<file path="src/rtl/cacheline_burst_adaptor_if.sv">
// Bundles the L2-facing line port and the memory-facing burst port.
// The adaptor uses the slave view; whoever drives requests and serves
// bursts (the L2 side plus memory, or a testbench) uses the master view.
interface cacheline_burst_adaptor_if #(
    parameter int s_line  = 256,
    parameter int s_burst = 64
);
    // L2 cache physical-memory port
    logic               pmem_read;
    logic               pmem_write;
    logic [31:0]        pmem_address;
    logic [s_line-1:0]  pmem_wdata;
    logic [s_line-1:0]  pmem_rdata;
    logic               pmem_resp;

    // Board memory burst port
    logic               burst_read;
    logic               burst_write;
    logic [31:0]        burst_address;
    logic [s_burst-1:0] burst_wdata;
    logic [s_burst-1:0] burst_rdata;
    logic               burst_resp;

    modport slave (
        input  pmem_read, pmem_write, pmem_address, pmem_wdata,
        output pmem_rdata, pmem_resp,
        output burst_read, burst_write, burst_address, burst_wdata,
        input  burst_rdata, burst_resp
    );

    modport master (
        output pmem_read, pmem_write, pmem_address, pmem_wdata,
        input  pmem_rdata, pmem_resp,
        input  burst_read, burst_write, burst_address, burst_wdata,
        output burst_rdata, burst_resp
    );
endinterface

</file>
<file path="src/rtl/cacheline_burst_adaptor.sv">
// Turns one 256-bit line read/write from the L2 cache into a 4-beat 64-bit
// burst on board memory. A full line is buffered in each direction: the
// write line is captured at accept time, the read line is assembled beat by
// beat and then held on pmem_rdata until the next read overwrites it.
module cacheline_burst_adaptor #(
    parameter int s_offset = 5,
    parameter int s_line   = 256,
    parameter int s_burst  = 64
) (
    input  logic                      clk,
    input  logic                      rst,
    cacheline_burst_adaptor_if.slave  bus
);
    // Beat count is a consequence of the two widths, never set on its own.
    localparam int num_beats = s_line / s_burst;
    localparam int cnt_w     = $clog2(num_beats);
    localparam logic [cnt_w-1:0] last_beat = cnt_w'(num_beats - 1);

    typedef enum logic [1:0] {
        IDLE,
        READ,
        WRITE,
        DONE
    } state_t;

    state_t             state_q, state_d;
    logic [cnt_w-1:0]   cnt_q, cnt_d;
    logic [31:0]        addr_q, addr_d;
    logic [s_line-1:0]  wline_q, wline_d;
    logic [s_line-1:0]  rline_q, rline_d;

    logic [num_beats-1:0] rbeat_en;
    logic [s_burst-1:0]   wbeat [num_beats];

    // Per-beat views of the line buffers: write line split into beats for
    // the outgoing mux, read line updated one slice at a time.
    for (genvar gi = 0; gi < num_beats; gi++) begin : g_beat
        assign wbeat[gi] = wline_q[gi*s_burst +: s_burst];
        assign rline_d[gi*s_burst +: s_burst] =
            rbeat_en[gi] ? bus.burst_rdata : rline_q[gi*s_burst +: s_burst];
    end

    assign bus.pmem_rdata    = rline_q;
    assign bus.burst_address = addr_q;
    assign bus.burst_wdata   = wbeat[cnt_q];

    // State, beat counter and line buffers; reset aborts any burst silently.
    always_ff @(posedge clk or posedge rst) begin
        if (rst) begin
            state_q <= IDLE;
            cnt_q   <= '0;
            addr_q  <= '0;
            wline_q <= '0;
            rline_q <= '0;
        end else begin
            state_q <= state_d;
            cnt_q   <= cnt_d;
            addr_q  <= addr_d;
            wline_q <= wline_d;
            rline_q <= rline_d;
        end
    end

    // Next-state logic and Moore outputs; upstream inputs are only sampled
    // in IDLE so changes while busy have no effect.
    always_comb begin
        state_d         = state_q;
        cnt_d           = cnt_q;
        addr_d          = addr_q;
        wline_d         = wline_q;
        rbeat_en        = '0;
        bus.burst_read  = 1'b0;
        bus.burst_write = 1'b0;
        bus.pmem_resp   = 1'b0;

        unique case (state_q)
            IDLE: begin
                // Write takes priority if upstream illegally raises both.
                if (bus.pmem_write) begin
                    addr_d  = {bus.pmem_address[31:s_offset], s_offset'(0)};
                    wline_d = bus.pmem_wdata;
                    cnt_d   = '0;
                    state_d = WRITE;
                end else if (bus.pmem_read) begin
                    addr_d  = {bus.pmem_address[31:s_offset], s_offset'(0)};
                    cnt_d   = '0;
                    state_d = READ;
                end
            end
            READ: begin
                bus.burst_read = 1'b1;
                if (bus.burst_resp) begin
                    rbeat_en = num_beats'(1) << cnt_q;
                    if (cnt_q == last_beat) begin
                        cnt_d   = '0;
                        state_d = DONE;
                    end else begin
                        cnt_d = cnt_q + 1'b1;
                    end
                end
            end
            WRITE: begin
                bus.burst_write = 1'b1;
                if (bus.burst_resp) begin
                    if (cnt_q == last_beat) begin
                        cnt_d   = '0;
                        state_d = DONE;
                    end else begin
                        cnt_d = cnt_q + 1'b1;
                    end
                end
            end
            DONE: begin
                bus.pmem_resp = 1'b1;
                state_d       = IDLE;
            end
            default: state_d = IDLE;
        endcase
    end
endmodule

</file>
<file path="src/flat_wrapper.sv">
// flat-port wrapper written by rule: the top's interface ports become plain ports
module cacheline_burst_adaptor_flat 
#(
    parameter int s_offset = 5,
    parameter int s_line   = 256,
    parameter int s_burst  = 64
)
  (clk, rst, bus_pmem_read, bus_pmem_write, bus_pmem_address, bus_pmem_wdata, bus_pmem_rdata, bus_pmem_resp, bus_burst_read, bus_burst_write, bus_burst_address, bus_burst_wdata, bus_burst_rdata, bus_burst_resp);
  cacheline_burst_adaptor_if #(.s_line(s_line), .s_burst(s_burst)) bus_i ();
  input  logic clk;
  input  logic rst;
  input wire logic [$bits(bus_i.pmem_read)-1:0] bus_pmem_read;
  input wire logic [$bits(bus_i.pmem_write)-1:0] bus_pmem_write;
  input wire logic [$bits(bus_i.pmem_address)-1:0] bus_pmem_address;
  input wire logic [$bits(bus_i.pmem_wdata)-1:0] bus_pmem_wdata;
  output wire logic [$bits(bus_i.pmem_rdata)-1:0] bus_pmem_rdata;
  output wire logic [$bits(bus_i.pmem_resp)-1:0] bus_pmem_resp;
  output wire logic [$bits(bus_i.burst_read)-1:0] bus_burst_read;
  output wire logic [$bits(bus_i.burst_write)-1:0] bus_burst_write;
  output wire logic [$bits(bus_i.burst_address)-1:0] bus_burst_address;
  output wire logic [$bits(bus_i.burst_wdata)-1:0] bus_burst_wdata;
  input wire logic [$bits(bus_i.burst_rdata)-1:0] bus_burst_rdata;
  input wire logic [$bits(bus_i.burst_resp)-1:0] bus_burst_resp;
  assign bus_i.pmem_read = bus_pmem_read;
  assign bus_i.pmem_write = bus_pmem_write;
  assign bus_i.pmem_address = bus_pmem_address;
  assign bus_i.pmem_wdata = bus_pmem_wdata;
  assign bus_pmem_rdata = bus_i.pmem_rdata;
  assign bus_pmem_resp = bus_i.pmem_resp;
  assign bus_burst_read = bus_i.burst_read;
  assign bus_burst_write = bus_i.burst_write;
  assign bus_burst_address = bus_i.burst_address;
  assign bus_burst_wdata = bus_i.burst_wdata;
  assign bus_i.burst_rdata = bus_burst_rdata;
  assign bus_i.burst_resp = bus_burst_resp;
  cacheline_burst_adaptor #(.s_offset(s_offset), .s_line(s_line), .s_burst(s_burst)) u_core (.clk(clk), .rst(rst), .bus(bus_i));
endmodule
</file>
<file path="config.mk">
export PLATFORM = sky130hd
export DESIGN_NAME = cacheline_burst_adaptor_flat
export DESIGN_NICKNAME = d
export VERILOG_FILES = /design/src/rtl/cacheline_burst_adaptor_if.sv /design/src/rtl/cacheline_burst_adaptor.sv /design/src/flat_wrapper.sv
export SDC_FILE = /design/constraint.sdc
export NUM_CORES = 1
export LEC_CHECK = 0
export BUFFER_PORTS_ARGS = -buffer_cell sky130_fd_sc_hd__buf_2
export CORE_AREA = 2 2 275 277
export CTS_CLUSTER_SIZE = 25
export DETAILED_ROUTE_END_ITERATION = 6
export DIE_AREA = 0 0 277 279
export GPL_TIMING_DRIVEN = 0
export HOLD_SLACK_MARGIN = 0.05
export PLACE_DENSITY = 0.48
export SETUP_SLACK_MARGIN = 0.5
export SYNTH_ARGS = -nofsm -noshare
export SYNTH_HDL_FRONTEND = slang
export SYNTH_SLANG_ARGS = --single-unit
export TNS_END_PERCENT = 20
</file>
<file path="constraint.sdc">
create_clock -name clk -period 27.1 [get_ports clk]
set_input_delay 5.42 -clock clk [delete_from_list [all_inputs] [get_ports clk]]
set_output_delay 5.42 -clock clk [all_outputs]
set_load 0.05 [all_outputs]
</file>
==> key figures <==
Worst setup path
  • Critical R2R Capture: u_core.bus.pmem_rdata[104]
  • CP startpoint: u_core.cnt_q[1]
  • Worst Reg-to-Reg Cells: 7
  • Worst EP required: 21.68 ns
  • Crit-path max FO: 10
  • Crit end category: primary output
  • Setup CP Type: flop to primary output
  • FF-to-FF setup slack: 24.29 ns
  • Worst Path Arrival: 2.76 ns
  • R2R Path Start: u_core.cnt_q[1]
  • Critical Path Start Type: flop

Global routing
  • Total GRT Usage: 17.8%
  • Initial antenna violation count: 46
  • First-pass GRT wire length: 103000 um
  • Remaining Overflow, GRT: 0
  • Largest net degree at the start of global routing: 122
  • Vias in the first global route: 15.4k

Route
  • Residual DRC: 0
  • Starting DRT DRC Count: 448
  • Drt first pass iters: 6
  • Routed vias/inst: 4.54
  • Post-Route WL: 69900 um
  • Vias: 13.9k
  • Wire per inst: 22.8 um
  • Post-route ant nets: 0

Final layout
  • Fillcell total: 7083
  • Synth-to-layout area growth: 32.3%
  • NumNets Final: 2401
  • Layout cells sized above 1: 71.2%
  • Commonest non-fill, non-tap cell in the layout: buf_2
  • Commonest non-fill, non-tap cells in the layout: 729 x buf_2, 543 x dfrtp_1, 541 x mux2_2

Placed design
  • Port buffer count: 700
  • HPWL after DPL: 53300 um
  • Final GP Congestion: 0.825

CTS
  • Clk Latency, worst-skew pair: 0.61 ns
  • H-tree depth: 3
  • Post_cts resized: 0
  • Cts bufs inserted: 66
  • CTS sink cnt: 543
  • CTS tree: built
  • Clock transition at the registers of the reported paths: 0.06 ns
  • Clock Path Buffers: 3
  • CTS Hold Bufs: 0
  • Postcts setup bufs: 0
  • CTS root buffer: clkbuf_16

STA
  • Fin. Hold Viols: 0
  • Final worst path period share: 30.2%
  • Rel. slew slack: 43.9%
  • Setup_tns: 0 ns
  • Max Slew Vio Count: 0
  • Final clock skew: 0.0176 ns
  • RSZ-0062 raised after global routing: false
  • Worst slew pin tran: 0.841 ns
  • Final Setup Violations: 0
  • FMAX: 0.122 GHz
  • Crit path time final: 8.18 ns

Floorplanning
  • Core Footprint: 0.0741 mm^2
  • Chip Height: 279 um
  • Die area: 0.0773 mm^2
  • Starting Density: 29.6%
  • IO Pins: 712
  • Die width: 277 um
  • Site Rows: 100

Hold path
  • Worst Hold Path Cells: 1
  • Hold path startpoint: u_core.bus.pmem_rdata[164]
  • Hold Path Class: flop to flop
  • Worst Hold End: u_core.bus.pmem_rdata[164]

Logic synthesis
  • #FFs+latches synth: 543
  • Cells after synthesis: 1258
  • Ys Warns: 0
  • Syn Std Cell Area: 0.0219 mm^2
  • Synth cell types: 21
  • Register area share after synthesis: 61.9%
  • Syn_area_per_cell: 17.4 um^2

Power
  • Leak: 14.0 nW
  • Pwr/cell area: 157 mW/mm^2
  • Power Total: 4.57 mW
  • Max VDD drop: 0.0000821 V

Run status
  • Outcome: completed

Run
  • Max-cap violations: 0
-- per-stage QoR --
step | setup WS [ns] | instances | utilization [%] | area, um^2 | hold WS, ns
after floorplan | 6.50 | 1262 | - | 22000 | 0.474
after global placement | 0.144 | 2931 | 36.0 | 26700 | 0.482
after detailed placement | 19.44 | 2936 | 36.2 | 26800 | 0.487
after CTS | 18.79 | 3048 | 39.1 | 29000 | 0.500
after global routing | 18.74 | 3065 | 39.2 | 29000 | 0.505
final | 18.92 | 3069 | 39.2 | 29000 | 0.497
-- sequential cells by signal, summed over array words and instances (netlist names) --
| signal | flops |
|---|---|
| u_core.bus.burst_address | 27 |
| u_core.cnt_q | 2 |
| u_core.wline_q | 256 |
| u_core.bus.pmem_rdata | 256 |
| u_core.state_q | 2 |
-- cell type report --
cell class,instances,area (um^2),area share [%]
Antenna cell,21,52.6,0.181
Buffer,74,547,1.88
Clock buffer,97,1930,6.65
Clock inverter,15,219,0.755
Inverter,8,37.5,0.129
Multi-Input combinational cell,637,7790,26.8
Sequential cell,543,13600,46.8
Tap cell,969,1210,4.18
Timing Repair Buffer,705,3640,12.5
-- kinds of logic (layout without fill, tap and decap cells) --
family,Yosys count,in the layout,share of synthesized area [%]
compound gates,4,4,0.137
fa+ha+maj,9,9,0.513
buf+inv,82,899,2.63
flops,543,543,61.9
mux,607,607,34.4
other cells,1,26,0.0171
simple gates,12,12,0.336
-- Yosys cell counts, drive strengths merged --
| library cell | n | share of area, % |
|---|---|---|
| a221oi | 1 | 0.040 |
| ha | 9 | 0.51 |
| clkbuf | 11 | 0.46 |
| mux4 | 64 | 6.6 |
| buf | 63 | 2.0 |
| mux2 | 541 | 28 |
| nand2b | 1 | 0.029 |
| nor2 | 1 | 0.017 |
| nand2 | 5 | 0.086 |
| a22oi | 1 | 0.034 |
| o21ai | 2 | 0.063 |
| nand3 | 5 | 0.21 |
| conb | 1 | 0.017 |
| dfrtp | 543 | 62 |
| inv | 8 | 0.14 |
| mux2i | 2 | 0.091 |
-- per-layer routing --
layer  vias up  global-route usage [%]  part of all wire (%)
met5         -                       0                  0.42
met3       161                    7.15                   8.3
met4        48                    6.70                   3.0
li1       6158                       -                     -
met1      7118                    19.4                    37
met2       460                    31.2                    52
-- worst max-delay path, cell delays in order, from the launching register on --
cell      delay, ns
dfrtp_1        0.45
buf_2          0.37
clkbuf_1       0.63
mux4_2         0.47
buf_2          0.25
-- worst max-delay path by stage --
stage	slack, ns	end
after floorplan	6.50	u_core.bus.burst_address[10]
after global placement	0.14	u_core.wline_q[246]
after detailed placement	19.44	bus_burst_wdata[1]
after CTS	18.79	bus_burst_wdata[1]
after global routing	18.74	bus_burst_wdata[1]
final	18.92	bus_burst_wdata[1]
-- power breakdown --
part | internal (mW) | switching, mW
clock | 0.518 | 0.362
sequential | 1.21 | 0.193
combinational | 0.738 | 1.54
No activity file was read; power rests on OpenSTA's default activity.
